File: config.mk
export PLATFORM = sky130hd
export DESIGN_NAME = rc4_key_schedule
export DESIGN_NICKNAME = d
export VERILOG_FILES = /design/src/rtl/rc4_key_schedule.sv
export SDC_FILE = /design/constraint.sdc
export NUM_CORES = 1
export LEC_CHECK = 0
export ABC_AREA = 1
export CAP_MARGIN = 10
export CORE_UTILIZATION = 54
export DETAILED_ROUTE_END_ITERATION = 16
export HOLD_SLACK_MARGIN = 0.12
export PLACE_DENSITY = 0.86
export REMOVE_ABC_BUFFERS = 1
export SKIP_CTS_REPAIR_TIMING = 1
export SLEW_MARGIN = 20
export SYNTH_ARGS = -nofsm -noshare
export SYNTH_HDL_FRONTEND = slang
export SYNTH_SLANG_ARGS = --single-unit
File: constraint.sdc
create_clock -name clock -period 4.75 [get_ports clock]
set_input_delay 0.475 -clock clock [delete_from_list [all_inputs] [get_ports clock]]
set_output_delay 0.475 -clock clock [all_outputs]
set_load 0.02 [all_outputs]
File: src/rtl/rc4_key_schedule.sv
// RC4 key-scheduling stage (KSA). Walks i = 0..255 over a shared 256x8 S RAM,
// accumulating j = j + s[i] + key[i mod KEY_BYTES] and swapping s[i] / s[j].
// Six states per iteration; all RAM-facing outputs and status flags are registered.
// Optional build macro: KSA_SAME_IDX_SKIP_EN -- when defined, an iteration whose
// new j equals i skips the read/swap of s[j] (the swap would be a no-op).
module rc4_key_schedule #(
   parameter int unsigned KEY_BYTES = 3
) (
   input  logic                   clock,
   input  logic                   rst,
   input  logic                   start,
   input  logic [KEY_BYTES*8-1:0] secret_key,
   output logic [7:0]             mem_addr,
   output logic [7:0]             mem_data,
   output logic                   mem_wren,
   input  logic [7:0]             mem_q,
   output logic                   busy,
   output logic                   done
);

   localparam int unsigned KW = (KEY_BYTES > 1) ? $clog2(KEY_BYTES) : 1;
   localparam logic [KW-1:0] K_LAST = KW'(KEY_BYTES - 1);

   typedef enum logic [2:0] {
      StIdle, StRdI, StGetI, StRdJ, StGetJ, StWrI, StWrJ, StDone
   } state_t;

   state_t                 state;
   logic [7:0]             idx_i;
   logic [7:0]             idx_j;
   logic [KW-1:0]          key_idx;
   logic [KEY_BYTES*8-1:0] key_reg;
   logic [7:0]             s_i;

   logic [KW-1:0]          key_sh;
   logic [KEY_BYTES*8-1:0] key_shifted;
   logic [7:0]             key_byte;
   logic [7:0]             j_new;
   logic                   skip;

   // Per-iteration "advance" results, shared by WR_J and the optional skip path
   state_t                 adv_state;
   logic [7:0]             adv_i;
   logic [KW-1:0]          adv_k;
   logic                   adv_busy;
   logic                   adv_done;

   // Key byte select (byte 0 is the MS byte) and the j accumulator update
   always_comb begin
      key_sh      = K_LAST - key_idx;
      key_shifted = key_reg >> {key_sh, 3'b000};
      key_byte    = key_shifted[7:0];
      j_new       = idx_j + mem_q + key_byte;
`ifdef KSA_SAME_IDX_SKIP_EN
      skip        = (j_new == idx_i);
`else
      skip        = 1'b0;
`endif
   end

   // Next-iteration step: terminate after i == 255, otherwise bump i and wrap k
   always_comb begin
      adv_state = StRdI;
      adv_i     = idx_i + 8'd1;
      adv_k     = (key_idx == K_LAST) ? '0 : key_idx + 1'b1;
      adv_busy  = 1'b1;
      adv_done  = 1'b0;
      if (idx_i == 8'hFF) begin
         adv_state = StDone;
         adv_i     = idx_i;
         adv_k     = key_idx;
         adv_busy  = 1'b0;
         adv_done  = 1'b1;
      end
   end

   // Main FSM with registered RAM interface and status outputs
   always_ff @(posedge clock) begin
      if (rst) begin
         state    <= StIdle;
         idx_i    <= 8'd0;
         idx_j    <= 8'd0;
         key_idx  <= '0;
         key_reg  <= '0;
         s_i      <= 8'd0;
         mem_addr <= 8'd0;
         mem_data <= 8'd0;
         mem_wren <= 1'b0;
         busy     <= 1'b0;
         done     <= 1'b0;
      end else begin
         unique case (state)
            StIdle, StDone: begin
               if (start) begin
                  key_reg  <= secret_key;
                  idx_i    <= 8'd0;
                  idx_j    <= 8'd0;
                  key_idx  <= '0;
                  mem_addr <= 8'd0;
                  busy     <= 1'b1;
                  done     <= 1'b0;
                  state    <= StRdI;
               end
            end
            StRdI: state <= StGetI;
            StGetI: begin
               s_i   <= mem_q;
               idx_j <= j_new;
               if (skip) begin
                  state    <= adv_state;
                  idx_i    <= adv_i;
                  key_idx  <= adv_k;
                  busy     <= adv_busy;
                  done     <= adv_done;
                  mem_addr <= adv_done ? 8'd0 : adv_i;
               end else begin
                  mem_addr <= j_new;
                  state    <= StRdJ;
               end
            end
            StRdJ: state <= StGetJ;
            StGetJ: begin
               // s[j] goes straight into the write-data register for WR_I
               mem_data <= mem_q;
               mem_wren <= 1'b1;
               mem_addr <= idx_i;
               state    <= StWrI;
            end
            StWrI: begin
               mem_data <= s_i;
               mem_addr <= idx_j;
               state    <= StWrJ;
            end
            StWrJ: begin
               mem_wren <= 1'b0;
               mem_data <= 8'd0;
               state    <= adv_state;
               idx_i    <= adv_i;
               key_idx  <= adv_k;
               busy     <= adv_busy;
               done     <= adv_done;
               mem_addr <= adv_done ? 8'd0 : adv_i;
            end
            default: state <= StIdle;
         endcase
      end
   end

endmodule

==> qor.yml <==
area_growth_pct: 19.6
rsz0062_at_grt: "no"
period_share: 0.872
maxCapViolations: 0
finalMaxSlewViolations: 0
die_height_um: 85.1
wl_um: 8950
drive_gt1_frac: 0.0622
dr.pass1.iters: 5
wl_per_cell_um: 14.0
layout_min_cycle_time_ns: 4.14
drt_iter0_drc: 200
ioPinCount: 54
synth_top_area_share: 0.387
syn_inst: 517
synth_area_leaders: "dfxtp_1, nand2_1, nor2_1"
cts_buffers: 9
clockBufferDepth: 2
die_x_um: 85.1
htreeDepth: 3
yosysMostFrequentCell: "nand2_1"
detail-route-antenna-nets: 0
cp-end-kind: "flip-flop"
synth.avg_cell_area_um2: 7.21
nets: 612
drc_errors: 0
fp-row-count: 29
ir_drop_uv: 211
clk_latency_ns: 0.35
via_count: 3531
hpwl_um: 6510
track_usage: 0.275
worstHoldPathCells: 2
p_per_area_mw_per_mm2: 342
antenna_found_initial: 0
synth.distinct_cells: 39
num_antenna_cells: 0
synthFlopType: "dfxtp_1"
path_clk_slew_ns: 0.08
hp-class: "reg -> reg"
setup_tns_ns: 0
cp-start-kind: "flip-flop"
grt_max_degree: 39
hold_viol: 0
grt_pass1_vias: 3472
fmax_mhz: 242
cp_max_fo: 19
largest_reg_flops: 24
required_ns: 5.00
instances_no_fill: 640
dp_cells: 625
leakagePower_nw: 1.86
worst-endpoint-arrival_ns: 4.39
ys_ff_latch: 72
grt_overflow: 0
synth.largest_area_cell: "dfxtp_1"
ctsRootBufferMaster: "clkbuf_8"
relSlewSlack: 0.352
fin_skew_ns: 0.0112
tightest_slew_ns: 0.971
regToRegSetupSlack_ns: 0.61
min-delay-start: "done"
rr_startpoint: "key_idx[0]"
via_per_inst: 5.52
globalplace.congestion: 0.903
port_buffers: 53
synth_seq_area_share: 0.387
fp.coreArea_mm2: 0.00649
cts_tree: "done"
syn_area_mm2: 0.00373
synth_common_cells: "nand2_1, nor2_1, dfxtp_1"
start_util: 0.574
critPathKind: "reg -> reg"
min_to: "done"
finalSetupViolCount: 0
clock-sinks: 72
grt_pass1_wl_um: 15800
synthArstFlopShare: 0
rr_worst_depth: 17
outcome: "finished, final reports clean"
r2r-end: "mem_addr[5]"
synth-edff-count: 0
dieArea_mm2: 0.00724
ys_warn_count: 0
==> layout make-up <==
class | count | area, um2
tap | 77 | 96.3
multi-input combinational | 371 | 1980
fill | 533 | 2040
sequential | 72 | 1440
clock inverter | 6 | 85.1
clock buffer | 9 | 124
timing repair buffer | 54 | 538
inverter | 51 | 191
==> cells in the final DEF, fill, tap and decap left out, types with 3 or more instances in the layout <==
master / Yosys / routed
dfxtp_1: 72 / 72
clkbuf_8: 0 / 9
inv_1: 44 / 44
ha_1: 10 / 10
nand2_1: 88 / 88
o21ai_0: 47 / 47
nand2_2: 3 / 3
inv_2: 5 / 5
a21oi_1: 43 / 43
nand3_1: 37 / 37
a221oi_1: 8 / 8
nand4_1: 3 / 3
a31oi_1: 3 / 3
or2_2: 3 / 3
o21ai_1: 6 / 6
clkdlybuf4s50_1: 0 / 53
nor2_1: 84 / 84
nor3_1: 8 / 8
fa_1: 8 / 8
nor2_4: 3 / 3
==> metrics by stage <==
stage	worst slack, ns	util	cell area [um2]	power, mW	hold slack, ns
floorplan	1.26	-	3620	0.901	0.431
global placement	0.950	0.654	4250	1.01	0.448
detailed placement	0.695	0.654	4250	1.02	0.454
CTS	0.685	0.687	4460	1.53	0.467
global route	0.143	0.687	4460	1.61	0.483
finish	0.610	0.687	4460	1.52	0.463
==> logic make-up after synthesis <==
group | Yosys count | synth area share
adder cells (fa/ha/maj) | 18 | 0.0765
buffers and inverters | 74 | 0.0815
XOR/XNOR | 2 | 0.00470
flip-flops | 72 | 0.387
AND/OR/NAND/NOR | 233 | 0.270
AO/OA/AOI/OAI | 118 | 0.181
==> where the power goes <==
| part | switching (mW) | internal (mW) |
|---|---|---|
| Combinational | 0.192 | 0.131 |
| Clock | 0.225 | 0.291 |
| Sequential | 0.0338 | 0.651 |
==> how the worst max path moves through the flow <==
stage	slack [ns]	cells after the start	to	from
6_report	0.61	17	mem_addr[5]	key_idx[0]
3_3_place_gp	0.95	17	mem_addr[3]	key_idx[0]
5_1_grt	0.14	17	mem_addr[3]	key_idx[0]
4_1_cts	0.69	17	mem_addr[3]	key_idx[0]
3_5_place_dp	0.70	17	mem_addr[3]	key_idx[0]
2_1_floorplan	1.26	17	mem_addr[3]	key_idx[0]
==> critical path: stages, from the launching register on <==
cell	delay (ns)
dfxtp_1	0.55
clkinv_1	0.46
ha_1	0.59
clkinv_1	0.27
a31oi_1	0.34
fa_1	0.47
inv_1	0.07
ha_1	0.19
inv_1	0.06
fa_1	0.35
inv_1	0.10
a21oi_1	0.10
nor2_1	0.11
nor2_1	0.06
a21oi_1	0.12
nand3_1	0.08
nand2_1	0.06
inv_1	0.05
==> per-layer routing <==
metal,vias up,share of wire,track usage
met5,-,0,0
met4,0,0.026,0.137
met3,18,0.047,0.0370
met2,114,0.48,0.465
met1,1612,0.45,0.346
li1,1787,-,-
(Power assumes the default switching activity.)
